[src/rtl/binary_output_1.sv]
// Binary (XNOR/popcount) neuron layer: one 64-bit activation vector in, 16 sign bits out,
// weights streamed from an external 1-cycle-latency memory in four 4-neuron phases.
module binary_output_1 #(
  parameter int VECTOR_COUNT = 30,
  parameter int IN_W         = 64,
  parameter int OUT_W        = 16
) (
  input  logic                 clk,
  input  logic                 rst,
  input  logic [IN_W-1:0]      data_in,
  input  logic                 data_in_valid,
  output logic                 data_in_ready,
  input  logic [1:0]           block_sel,
  output logic                 w_en,
  output logic [3:0]           w_addr,
  input  logic [4*IN_W-1:0]    w_data,
  output logic [OUT_W-1:0]     data_out,
  output logic                 data_out_valid,
  output logic                 done
);

  localparam int         PC_W     = $clog2(IN_W + 1);
  localparam logic [4:0] LAST_CNT = 5'(VECTOR_COUNT - 1);

  typedef enum logic [1:0] {IDLE, RUN, DONE} state_t;

  state_t            state_q, state_d;
  logic [2:0]        step_q, step_d;
  logic [4:0]        count_q;
  logic [IN_W-1:0]   data_p0;
  logic [1:0]        sel_p0;
  logic [OUT_W-1:0]  acc_p1;
  logic [3:0]        phase_bits;
  logic              accept, capture, finish;

  function automatic logic [PC_W-1:0] popcount(input logic [IN_W-1:0] v);
    logic [PC_W-1:0] s;
    s = '0;
    for (int i = 0; i < IN_W; i++) s = s + PC_W'(v[i]);
    return s;
  endfunction

  // Sign of 2*pc - IN_W; a tie binarizes to 0.
  function automatic logic binarize(input logic [PC_W-1:0] pc);
    return pc > PC_W'(IN_W / 2);
  endfunction

  always_comb begin
    for (int n = 0; n < 4; n++)
      phase_bits[n] = binarize(popcount(~(w_data[n*IN_W +: IN_W] ^ data_p0)));
  end

  // Step 0..3 issue reads for phases 0..3; steps 1..4 see the returning word of phase step-1.
  assign accept  = (state_q == IDLE) && data_in_valid;
  assign capture = (state_q == RUN) && (step_q != 3'd0) && (step_q != 3'd4);
  assign finish  = (state_q == RUN) && (step_q == 3'd4);

  always_comb begin
    state_d       = state_q;
    step_d        = step_q;
    data_in_ready = 1'b0;
    w_en          = 1'b0;
    w_addr        = 4'd0;
    case (state_q)
      IDLE: begin
        data_in_ready = 1'b1;
        if (data_in_valid) begin
          state_d = RUN;
          step_d  = 3'd0;
        end
      end
      RUN: begin
        if (step_q != 3'd4) begin
          w_en   = 1'b1;
          w_addr = {sel_p0, step_q[1:0]};
          step_d = step_q + 3'd1;
        end else begin
          step_d  = 3'd0;
          state_d = (count_q == LAST_CNT) ? DONE : IDLE;
        end
      end
      DONE:    state_d = DONE;
      default: state_d = IDLE;
    endcase
  end

  always_ff @(posedge clk or posedge rst) begin
    if (rst) begin
      state_q <= IDLE;
      step_q  <= 3'd0;
    end else begin
      state_q <= state_d;
      step_q  <= step_d;
    end
  end

  // Stage p0: operand latch at acceptance; stage p1: per-phase result shift register.
  always_ff @(posedge clk) begin
    if (accept) begin
      data_p0 <= data_in;
      sel_p0  <= block_sel;
    end
    if (capture) acc_p1 <= {phase_bits, acc_p1[OUT_W-1:4]};
  end

  // Output stage: publish the full vector together with the last phase.
  always_ff @(posedge clk or posedge rst) begin
    if (rst) begin
      count_q        <= 5'd0;
      data_out       <= '0;
      data_out_valid <= 1'b0;
      done           <= 1'b0;
    end else begin
      data_out_valid <= finish;
      if (finish) begin
        data_out <= {phase_bits, acc_p1[OUT_W-1:4]};
        count_q  <= count_q + 5'd1;
        if (count_q == LAST_CNT) done <= 1'b1;
      end
    end
  end

endmodule

[config.mk]
export PLATFORM = sky130hd
export DESIGN_NAME = binary_output_1
export DESIGN_NICKNAME = d
export VERILOG_FILES = /design/src/rtl/binary_output_1.sv
export SDC_FILE = /design/constraint.sdc
export NUM_CORES = 1
export LEC_CHECK = 0
export ABC_AREA = 0
export ABC_CLOCK_PERIOD_IN_PS = 8100
export BUFFER_PORTS_ARGS = -buffer_cell sky130_fd_sc_hd__buf_2
export CAP_MARGIN = 25
export CORE_MARGIN = 2
export CORE_UTILIZATION = 50
export DETAILED_ROUTE_END_ITERATION = 8
export PLACE_DENSITY = 0.82
export SYNTH_ARGS = -nofsm -noshare
export SYNTH_HDL_FRONTEND = slang
export SYNTH_SLANG_ARGS = --single-unit
[constraint.sdc]
create_clock -name clk -period 8.1 [get_ports clk]
set_input_delay 1.215 -clock clk [delete_from_list [all_inputs] [get_ports clk]]
set_output_delay 1.215 -clock clk [all_outputs]
set_load 0.02 [all_outputs]
# ---- Word level (Yosys, flattened, before mapping)
# Index checks and enable logic that the tools add are counted.
dict set report classes {
  addsub 254
  order_cmp 4
  n_eq_ne 7
  n_mux 12
  n_bitwise 8
  reduce_logical 10
}
# cell n
set op_table {}
lappend op_table {{$add A7 B1 Y7} 228}
lappend op_table {{$not A64 Y64} 4}
lappend op_table {{$xor A64 B64 Y64} 4}
lappend op_table {{$add A6 B1 Y7} 4}
lappend op_table {{$gt A7 B6 Y1 const B} 4}
lappend op_table {{$add A5 B1 Y6} 4}
lappend op_table {{$add A4 B1 Y5} 4}
lappend op_table {{$add A3 B1 Y4} 4}
lappend op_table {{$add A2 B1 Y3} 4}
lappend op_table {{$add A1 B1 Y2} 4}
lappend op_table {{$mux W4} 2}
lappend op_table {{$mux W2} 3}
lappend op_table {{$mux W3} 2}
lappend op_table {{$pmux W2 S3} 1}
lappend op_table {{$pmux W3 S2} 1}
lappend op_table {{$reduce_and A2 Y1} 3}
lappend op_table {{$add A5 B1 Y5 const B} 1}
lappend op_table {{$eq A5 B5 Y1 const B} 1}
lappend op_table {{$logic_and A1 B1 Y1} 4}
lappend op_table {{$ne A2 B2 Y1 const B} 2}
lappend op_table {{$add A3 B1 Y3 const B} 1}
lappend op_table {{$eq A3 B3 Y1 const B} 1}
lappend op_table {{$mux W1} 3}
lappend op_table {{$ne A3 B3 Y1 const B} 1}
lappend op_table {{other kinds (5)} 5}
dict set report totals {
  register_bits 110
  inputBits 325
  out_inout_bits 24
  wordCells 304
}

# ---- Logic depth before layout (Yosys ltp)
dict set report logic_depth {
  depth_word 66
  mapped_depth 22
  ltp_nobuf 21
}

# ---- Least setup slack after synthesis
# Ideal clock, no wire load.
dict set report synth_timing {
  kind {input to register}
  startpoint {in w_data[128]}
  endpoint {reg data_out[14]}
  setup_ns 0.125
  arrival_time_ns 7.087
  required_ns 7.975
  path_slack_ns 0.888
  cell_stages 18
  path_buffers 0
  cell_sequence {xnor2_1 > fa_1 > inv_1 > fa_1 > fa_1 > fa_1 > fa_1 > fa_1 > fa_1 > fa_1 > inv_1 > ha_1 > fa_1 > xor2_1 > nor3_4 > o221ai_2 > a211o_1 > mux2_4}
}
dict set report synth_between {
  elab_chain_cells 66
}
# element line_no
set synth_rtl {}
lappend synth_rtl {{start: declaration} 16} ;# input logic [4*IN_W-1:0] w_data,
lappend synth_rtl {{$xor A64 B64 Y64} 50} ;# phase_bits[n] = binarize(popcount(~(w_data[n*IN_W +: IN_W] ^ data_p0)));
lappend synth_rtl {{$not A64 Y64} 50}
lappend synth_rtl {{$add A1 B1 Y2} 39} ;# for (int i = 0; i < IN_W; i++) s = s + PC_W'(v[i]);
lappend synth_rtl {{$add A2 B1 Y3} 39}
lappend synth_rtl {{$add A3 B1 Y4} 39}
lappend synth_rtl {{$add A4 B1 Y5} 39}
lappend synth_rtl {{$add A5 B1 Y6} 39}
lappend synth_rtl {{$add A6 B1 Y7} 39}
lappend synth_rtl {{$add A7 B1 Y7 (57 in a row)} 39}
lappend synth_rtl {{$gt A7 B6 Y1} 45} ;# return pc > PC_W'(IN_W / 2);
lappend synth_rtl {{net phase_bits[2]} 33} ;# logic [3:0] phase_bits;
lappend synth_rtl {{end signal: assignment} 116} ;# data_out <= {phase_bits, acc_p1[OUT_W-1:4]};
lappend synth_rtl {{end: declaration} 17} ;# output logic [OUT_W-1:0] data_out,
# The timed path passes the listed nets, and every way through them passes these cells.
# A chain may end at the register's enable or synchronous reset.

# ---- Worst setup path in the final report
dict set report layout_timing {
  startpoint {in w_data[109]}
  endpoint {reg data_out[13]}
}
dict set report layout_between {
  elab_chain_cells 22
}
# element line_no
set layout_rtl {}
lappend layout_rtl {{$xor A64 B64 Y64} 50}
lappend layout_rtl {{$not A64 Y64} 50}
lappend layout_rtl {{$add A7 B1 Y7 (19 in a row)} 39}
lappend layout_rtl {{$gt A7 B6 Y1} 45}
lappend layout_rtl {{net phase_bits[1]} 33}
# The timed path passes the listed nets, and every way through them passes these cells.

==> flow_summary.ini <==
[die]
coreArea_um2 = 24100
top_level_ports = 349
die_x_um = 160
start_util_pct = 50.4
dieHeight_um = 160
rows = 57
die_area_um2 = 25600

[final_layout]
seq_area_um2 = 3040
multi_input_area_um2 = 8350
areaGrowthSynthToFinish_pct = 19.5
nets = 1931
final_layout_size_suffix_gt1_share_pct = 28.2
final.fill_count = 2023
final_cells = 1659

[critical_path]
startpoint = w_data[109]
r2r-start = data_p0[45]$_DFFE_PP_
r2r.worst_path.cells = 19
rr_endpoint = data_out[13]$_DFFE_PP0P_
endpoint = data_out[13]$_DFFE_PP0P_
critPathKind = primary input to flip-flop
crit_arrival_ns = 7.55
ff2ff_setup_slack_ns = 1.20
end_kind = flip-flop
critPathRequiredTime_ns = 8.36
cp-start-kind = primary input
worstPathMaxFanout = 2

[grt]
antenna_found_initial = 7
grt_pass1_vias = 9143
grt_max_degree = 68
grtUsageTotal_pct = 24.8
overflow = 0
grt_pass1_wl_um = 47400

[timing]
hold_viol = 0
slew_viol_final = 0
postLayoutSetupSlackWorst_ns = 0.815
tns_ns = 0
fin_skew_ns = 0.00937
slew_headroom_pct = 31.3
tightest_slew_ns = 1.03
fin_hold_ws_ns = 0.445
rsz0062_at_grt = false
finalCritPeriodShare_pct = 89.9
clock.fmax_ghz = 0.137
layout_min_cycle_time_ns = 7.29
setup_violations = 0

[cts]
postCtsSetupRepairBufs = 0
clk_pin_slew_ns = 0.09
cts.sinks = 106
cts_max_level = 3
clk_latency_ns = 0.37
cts_buffer_depth = 2
cts_buffers = 9
cts_hold_buf = 0
cts_resized = 0
cts_tree = yes
cts_root_buf = clkbuf_16

[route]
totalWireLength_um = 30300
postRouteAntennaNets = 0
post-route-drc-count = 0
dr_total_vias = 7907
top_layer = met5
wl_per_cell_um = 18.3
dr.pass1.iters = 5
wl_met3_um = 1680
drt_iter0_drc = 323
wl_met1_um = 12100
via_per_inst = 4.77
wl_met2_um = 15700

[synth]
ys_seq_elements = 106
synth_xor_area_share_pct = 19.3
yosysWarnings = 0
synth_nets = 1604
synthDistinctLibCells = 49
yosysSeqAreaShare_pct = 25.1
synth_top_family_by_area = adder cells
synth_edf_count = 78
netlist_area_um2 = 12100
synthAdderAreaFrac_pct = 42.2
async_flop_share_pct = 26.4
syn_avg_cell_area_um2 = 12.2
synth-compound-area-share_pct = 2.65
netlist_instances = 999
synth_simple_gate_area_share_pct = 4.18
muxShareOfSynthArea_pct = 0.412
ys.flop_type = edfxtp_1

[job]
maxCapViolations = 0

[placement]
hpwl_um = 26600
globalplace.congestion = 0.871
port_buffers = 348
place_worst_setup_slack_ns = 0.436
place_inst = 1639

[min_path]
hp-class = flip-flop to flip-flop

[run_status]
status = finished, final reports clean
==> state kept, by name, indices dropped and copies added, names as in the netlist <==
signal and cells:
sel_p0 2, state_q 2, count_q 5, step_q 3, data_out 16, acc_p1 12, done 1, data_out_valid 1
data_p0 64
==> cell families (layout without fill, tap and decap cells) <==
family	Yosys count	after routing
simple gates	101	101
compound gates	41	41
fa+ha+maj	280	280
flops	106	106
other cells	0	4
mux	4	4
xor+xnor	268	268
buf+inv	199	531
==> cells in the final DEF (no fill, tap or decap), drive strengths merged, types with 2 or more instances in the layout <==
cell,count
o21ai,7
a32o,2
xnor2,139
nand3b,2
o21a,2
xor2,129
nor3,6
ha,64
a311oi,2
a211o,2
mux2,2
o221ai,2
inv,170
o21ba,2
and3b,2
nand2b,4
o311ai,2
nor3b,5
dfrtp,28
and3,5
nor2b,7
a22o,3
a21oi,5
fa,216
edfxtp,78
a21o,2
nand2,40
clkbuf,9
a21boi,2
clkinv,2
a221oi,2
buf,350
a31oi,2
nor2,20
nand3,4
diode,4
a211oi,4
or4b,2
mux2i,2
==> critical path: stages <==
cell	delay (ns)
buf_2	0.10
xor2_1	0.15
fa_1	0.55
inv_1	0.06
fa_1	0.54
inv_1	0.06
fa_1	0.58
fa_1	0.48
fa_1	0.63
fa_1	0.46
fa_1	0.46
fa_1	0.50
inv_1	0.05
ha_1	0.21
fa_1	0.46
xor2_1	0.16
nor3_1	0.16
o221ai_1	0.15
a211o_1	0.33
mux2_4	0.26
==> layout make-up <==
cell class | count | area share (%)
tap | 324 | 2.79
sequential | 106 | 21.0
clock buffer | 9 | 1.55
antenna | 4 | 0.0689
clock inverter | 7 | 0.595
inverter | 165 | 4.27
multi-input combinational | 694 | 57.5
timing repair buffer | 350 | 12.2
==> routing by layer <==
metal	up-vias	track usage, %
met5	-	0
li1	3709	-
met1	3855	30.5
met2	287	44.8
met4	6	6.92
met3	50	4.52
==> metrics by stage <==
stage / cell area (µm²) / util (%)
finish: 14500 / 60.2
detailed placement: 14200 / 58.9
floorplan: 12100 / -
global route: 14500 / 60.2
CTS: 14500 / 60.2
global placement: 14200 / 58.8
==> cell usage after synthesis (all sizes together), types with 3 or more instances <==
master  instances  share of area, %
xnor2         139                10
nor2b           7              0.36
nand3           4              0.21
fa            216                36
nor2           20              0.62
inv           165               5.1
a211oi          4              0.33
a22o            3              0.22
nor3b           5              0.31
xor2          129               9.3
nand2b          4              0.21
edfxtp         78                19
a21oi           5              0.21
nor3            6              0.34
dfrtp          28               5.8
o21ai           7              0.29
ha             64               6.6
clkbuf         32              0.99
and3            5              0.26
nand2          40               1.2
==> worst min-delay path by stage <==
stage / startpoint / end / slack, ns / depth (start not counted)
2_1_floorplan: acc_p1[4]$_DFFE_PP_ / data_out[0]$_DFFE_PP0P_ / 0.41 / 2
3_3_place_gp: acc_p1[4]$_DFFE_PP_ / data_out[0]$_DFFE_PP0P_ / 0.42 / 2
3_5_place_dp: acc_p1[4]$_DFFE_PP_ / data_out[0]$_DFFE_PP0P_ / 0.43 / 2
4_1_cts: acc_p1[4]$_DFFE_PP_ / data_out[0]$_DFFE_PP0P_ / 0.45 / 2
5_1_grt: acc_p1[4]$_DFFE_PP_ / data_out[0]$_DFFE_PP0P_ / 0.48 / 2
6_report: acc_p1[4]$_DFFE_PP_ / data_out[0]$_DFFE_PP0P_ / 0.44 / 2
Power is not shown: default switching activity piles up to over one toggle a cycle in this logic, so the estimate is an artifact.
